<file path="src/rtl/arb_mux.sv">
// Multi-channel arbiter feeding a single registered output word with valid/ready
// handshakes; round-robin or fixed-priority selection.
module arb_mux #(
  parameter int WIDTH = 32,
  parameter int NCH   = 4,
  parameter int RR    = 1
) (
  input  logic                           clk,
  input  logic                           rst,
  input  logic [NCH-1:0]                 in_valid,
  input  logic [NCH*WIDTH-1:0]           in_data,
  output logic [NCH-1:0]                 in_ready,
  output logic                           out_valid,
  output logic [WIDTH-1:0]               out_data,
  output logic [((NCH > 2) ? $clog2(NCH) : 1)-1:0] out_sel,
  input  logic                           out_ready
);

  localparam int SEL_W = (NCH > 2) ? $clog2(NCH) : 1;

  logic [SEL_W-1:0] ptr;
  logic [SEL_W-1:0] gsel;
  logic [SEL_W-1:0] cand;
  logic [SEL_W:0]   sum;
  logic [NCH-1:0]   grant;
  logic             gany;
  logic [WIDTH-1:0] gdata;
  logic             load_en;

  // Grant search: upward from ptr+1 with wrap at NCH (round-robin), or from 0.
  always_comb begin
    grant = '0;
    gsel  = '0;
    gany  = 1'b0;
    cand  = '0;
    sum   = '0;
    for (int k = 0; k < NCH; k++) begin
      if (RR != 0) begin
        sum = {1'b0, ptr} + (SEL_W+1)'(k + 1);
        if (sum >= (SEL_W+1)'(NCH)) sum = sum - (SEL_W+1)'(NCH);
        cand = sum[SEL_W-1:0];
      end else begin
        cand = SEL_W'(k);
      end
      if (!gany && in_valid[cand]) begin
        grant[cand] = 1'b1;
        gsel        = cand;
        gany        = 1'b1;
      end
    end
  end

  always_comb begin
    gdata = '0;
    for (int i = 0; i < NCH; i++) begin
      if (grant[i]) gdata = in_data[i*WIDTH +: WIDTH];
    end
  end

  assign load_en  = !out_valid || out_ready;
  assign in_ready = rst ? '0 : (grant & {NCH{load_en}});

  // Output register stage: a stalled word holds; ptr advances only on a transfer.
  always_ff @(posedge clk or posedge rst) begin
    if (rst) begin
      out_valid <= 1'b0;
      out_data  <= '0;
      out_sel   <= '0;
      ptr       <= SEL_W'(NCH - 1);
    end else if (load_en) begin
      out_valid <= gany;
      if (gany) begin
        out_data <= gdata;
        out_sel  <= gsel;
        if (RR != 0) ptr <= gsel;
      end
    end
  end

endmodule

</file>
<file path="config.mk">
export PLATFORM = sky130hd
export DESIGN_NAME = arb_mux
export DESIGN_NICKNAME = d
export VERILOG_FILES = /design/src/rtl/arb_mux.sv
export SDC_FILE = /design/constraint.sdc
export NUM_CORES = 1
export LEC_CHECK = 0
export BUFFER_PORTS_ARGS = -buffer_cell sky130_fd_sc_hd__buf_2
export CAP_MARGIN = 20
export CORE_AREA = 2 2 84 86
export CTS_BUF_LIST = sky130_fd_sc_hd__clkbuf_4 sky130_fd_sc_hd__clkbuf_8
export CTS_CLUSTER_SIZE = 16
export DETAILED_ROUTE_END_ITERATION = 7
export DIE_AREA = 0 0 86 88
export GPL_TIMING_DRIVEN = 0
export PLACE_DENSITY = 0.8
export SLEW_MARGIN = 20
export SYNTH_ARGS = -nofsm -noshare
export SYNTH_HDL_FRONTEND = slang
export SYNTH_SLANG_ARGS = --single-unit
</file>
<file path="constraint.sdc">
create_clock -name clk -period 3.71 [get_ports clk]
set_clock_uncertainty 0.05 [all_clocks]
set_input_delay 0 -clock clk [delete_from_list [all_inputs] [get_ports clk]]
set_output_delay 0 -clock clk [all_outputs]
set_load 0.05 [all_outputs]
</file>
After elaboration in Yosys (flattened, before gate mapping). Index checks and enable logic that the tools add are counted.

Bits in registers: 37. Output and inout bits: 39.

Multiplexer cells: 37. Order comparisons: 12. Reductions and logical operators: 13. Add/subtract/negate cells: 8. Bitwise logic cells: 4.

Operators with widths (count): $mux 32 (4); $mux 4 (5); $mux 2 (8); $ge 3x3->1 const B (4); $lt 2x3->1 const B (4); $mux 1 (12); $or 4x4->4 (3); $bmux 1 s2 (4); $demux 1 s2 (4); $ge 2x1->1 const B (4); $sub 2x1->2 const B (4); $logic_and 1x1->1 (7); $add 2x2->3 const B (2); $and 4x4->4 (1); $logic_not 1->1 (4); $add 2x1->3 const B (1); $add 2x3->3 const B (1); $reduce_and 2->1 (1); $logic_or 1x1->1 (1).

Longest topological paths before layout.
Word-level depth: 19. Mapped depth: 10.

Least setup slack after synthesis. No wires, ideal clock.

Path kind: register -> output. Start point: reg ptr[0]. End point: out in_ready[0]. Data arrival time: 3071 ps. Data required time: 3660 ps. Path buffers: 2. Stages on the path, launching flop included: 10. Setup slack: 589 ps. Cell sequence: dfstp_2 buf_4 inv_1 ha_1 mux4_2 nor2b_2 a221oi_1 o2bb2ai_2 buf_2 nor2b_1.

Cells in the longest elaborated chain, start to end: 17.

RTL lines: from (decl) (line 21) `logic [SEL_W-1:0] ptr;`; from (signal assigned) (line 69) `ptr <= SEL_W'(NCH - 1);`; from (signal assigned) (line 75) `if (RR != 0) ptr <= gsel;`; parallel branches: the longest is 14 deep, another holds $add 2x1->3; $mux 4 (*) (line 45) `if (!gany && in_valid[cand]) begin`; $and 4x4->4 (*) (line 61) `assign in_ready = rst ? '0 : (grant & {NCH{load_en}});`; $mux 4 (*) (line 61); to (decl) (line 12) `output logic [NCH-1:0] in_ready,`.

Mark *: on every way between the ends. The select of a mux whose other input is x is not followed.

Worst setup path after layout. Same ends and word-level chain as after synthesis.

==> out/results.ini <==
[run_status]
status = complete, no violations

[placement]
dpl_cell_area_um2 = 3870
place_congestion = 0.829
hpwlAfterDp_um = 7730
portBuffers = 173

[synth]
yosys_warnings = 0
syn-instance-count = 328
async_flop_share_pct = 100
synth_flop_cell = dfrtp_1
yosysTopAreaCellShare_pct = 30.3
yosysMostFrequentCell = nor2_1
synth_edf_count = 0
syn_area_per_cell_um2 = 8.80
ys_ff_latch = 37
yosysTopAreaCell = dfrtp_1
netlist_area_um2 = 2890
synth_nets = 471
ys_seq_area_share_pct = 32.2
synth_common_cells = 70 x nor2_1, 36 x nand2_1, 35 x dfrtp_1, 35 x nand3_1, 33 x o2bb2ai_1
synthDistinctLibCells = 43
yosys-top-cells-area = dfrtp_1 30%, a311oi_2 10%, o2bb2ai_1 10%

[setup_path]
r2r_cells = 10
crit_top_cell = buf_2
crit_start = ptr[0]$_DFFE_PP1P_
crit_slowest_cell = dfstp_2
r2r-start = ptr[0]$_DFFE_PP1P_
crit_required_ps = 3660
max_stage_delay_ps = 580
crit_chain = buf_4, inv_1, ha_2, mux4_2, nor2b_2, a221oi_1, o2bb2ai_2, buf_2, nor2b_1, buf_2
end_kind = primary output
critPathLaunchType = register
critPathKind = reg -> out
crit_path_max_fanout = 10
cp.arrival_ps = 3470

[timing]
tns_ps = 0
rsz0062_at_grt = false
max_freq_mhz = 284
timing.hold.ws_ps = 23.3
period_share_pct = 94.9
finalSetupViolations = 0
timing.final.max_slew_violations = 0
maxSlewHeadroom_pct = 44.4
hold_viol_final = 0
tightest_slew_ps = 833
min_period_ps = 3520

[floorplan]
die_area_um2 = 7570
core_um2 = 6640
io_pins = 174
rows = 30
die_h_um = 88
die_w_um = 86
initial_core_util_pct = 43.4

[drt]
vias_per_cell = 6.20
drc = 0
firstDrtPassIters = 6
antenna_left = 0
wire_per_inst_um = 21.4
drtIter0Drc = 372
vias = 4277
finalWirelength_um = 14800

[clock_network]
clkSinkCount = 37
cts_max_path_buffers = 2
cts_tree = done
clk_latency_ps = 300
cts_buffers = 5
htreeDepth = 2
root_buffer = clkbuf_8
cts.clk_slew.worst_paths_ps = 80

[power]
power_density_nw_per_um2 = 951
power_w = 0.00473
p_leak_nw = 2.25
irDropWorstVdd_mv = 0.644

[global_route]
antenna_found_initial = 0
grt_pass1_wl_um = 22700
gr-usage-all-layers_pct = 39.1
grt_max_degree = 28
grt-ovfl-total = 0
grt_pass1_vias = 4338

[worst_hold_path]
whs_path_depth = 3
holdCritPathClass = in -> reg
holdCritStartpoint = out_ready

[finish]
final_core_util_pct = 74.8
nets = 752
drive_gt1_share_pct = 39.3
area_delta_synth_final_pct = 72.2
fillCellCount = 416
diodes = 0
design_area_um2 = 4970

[run]
timing.max_cap.violations = 0

-- logic make-up (layout without fill, tap and decap cells) --
| logic type | Yosys count | after routing | share of synthesized area [%] |
|---|---|---|---|
| and+or+nand+nor | 157 | 157 | 24.1 |
| AOI/OAI and AO/OA | 89 | 89 | 30.4 |
| DFF | 37 | 37 | 32.2 |
| buffers and inverters | 29 | 311 | 5.20 |
| adders and majority gates | 8 | 8 | 3.47 |
| muxes | 8 | 8 | 4.59 |
-- path summary, 6_finish.rpt --
kind / to / slack (ps)
setup reg to reg: out_data[2]$_DFFE_PP0P_ / 370
hold / removal: out_valid$_DFFE_PP0N_ / 20
min in group asynchronous: out_data[3]$_DFFE_PP0P_ / 150
hold reg to reg: out_sel[0]$_DFFE_PP0P_ / 470
setup / recovery: in_ready[0] / 190
max in group asynchronous: ptr[1]$_DFFE_PP1P_ / 2920
-- report_power, final --
part | switching (W) | internal [W]
Sequential | 0.000150 | 0.000633
Combinational | 0.00244 | 0.00118
Clock | 0.000165 | 0.000159
Total | 0.00276 | 0.00197
-- what timing repair did --
| item | CTS | global route |
|---|---|---|
| setup endpoints to repair | 0 | 3 |
| endpoints found under the hold margin | 67 | 0 |
| hold buffers | 97 | 0 |
| resized for setup | 0 | 1 |
| setup buffers | 0 | 4 |
-- worst max-delay path, delay by kind of cell, from the launching register on --
kind	cells	cell delay, ps
AO/OA/AOI/OAI	2	490
adder cells (fa/ha/maj)	1	420
buffers and inverters	4	750
flip-flops	1	580
multiplexers	1	570
AND/OR/NAND/NOR	2	350
-- cell type report --
type,count,area [um2],share of cell area (%)
Clock inverter,1,7.51,0.151
Multi-Input combinational cell,262,1810,36.4
Clock buffer,7,90.1,1.81
Sequential cell,37,928,18.7
Buffer,25,135,2.72
Timing Repair Buffer,275,1890,38.0
Tap cell,80,100,2.01
Inverter,3,11.3,0.227
-- cell usage in the layout, fill, tap and decap left out, types with 3 or more instances in the layout --
| master | synthesis | final |
|---|---|---|
| a21o_1 | 3 | 3 |
| dfrtp_1 | 35 | 35 |
| a21oi_1 | 7 | 7 |
| clkbuf_1 | 9 | 8 |
| buf_4 | 3 | 7 |
| nor2b_1 | 3 | 3 |
| nor2_1 | 70 | 70 |
| o2bb2ai_1 | 33 | 33 |
| ha_1 | 8 | 7 |
| dlygate4sd3_1 | 0 | 97 |
| nand3_1 | 35 | 35 |
| buf_2 | 12 | 185 |
| mux4_2 | 3 | 3 |
| nand2_1 | 36 | 36 |
| a311oi_1 | 12 | 12 |
| nand3b_1 | 3 | 3 |
| a311oi_2 | 20 | 20 |
| clkbuf_8 | 0 | 6 |
-- stage by stage --
step                      setup WS, ps  instances
final                              189        690
after global routing               114        690
after CTS                         5.86        687
after detailed placement           260        582
after global placement             398        581
after floorplan                    589        328
-- sequential cells by signal, indices dropped and copies added, names as in the netlist --
register / count
out_data: 32
out_sel: 2
ptr: 2
out_valid: 1
-- per-layer routing --
metal	part of all wire, %	track usage [%]	vias to the layer above
met1	34	45.0	1925
met5	0	0	-
met2	46	65.0	437
met4	8.0	24.2	0
li1	-	-	1784
met3	11	10.4	131
Note: power is estimated with default switching activity, not from simulation.
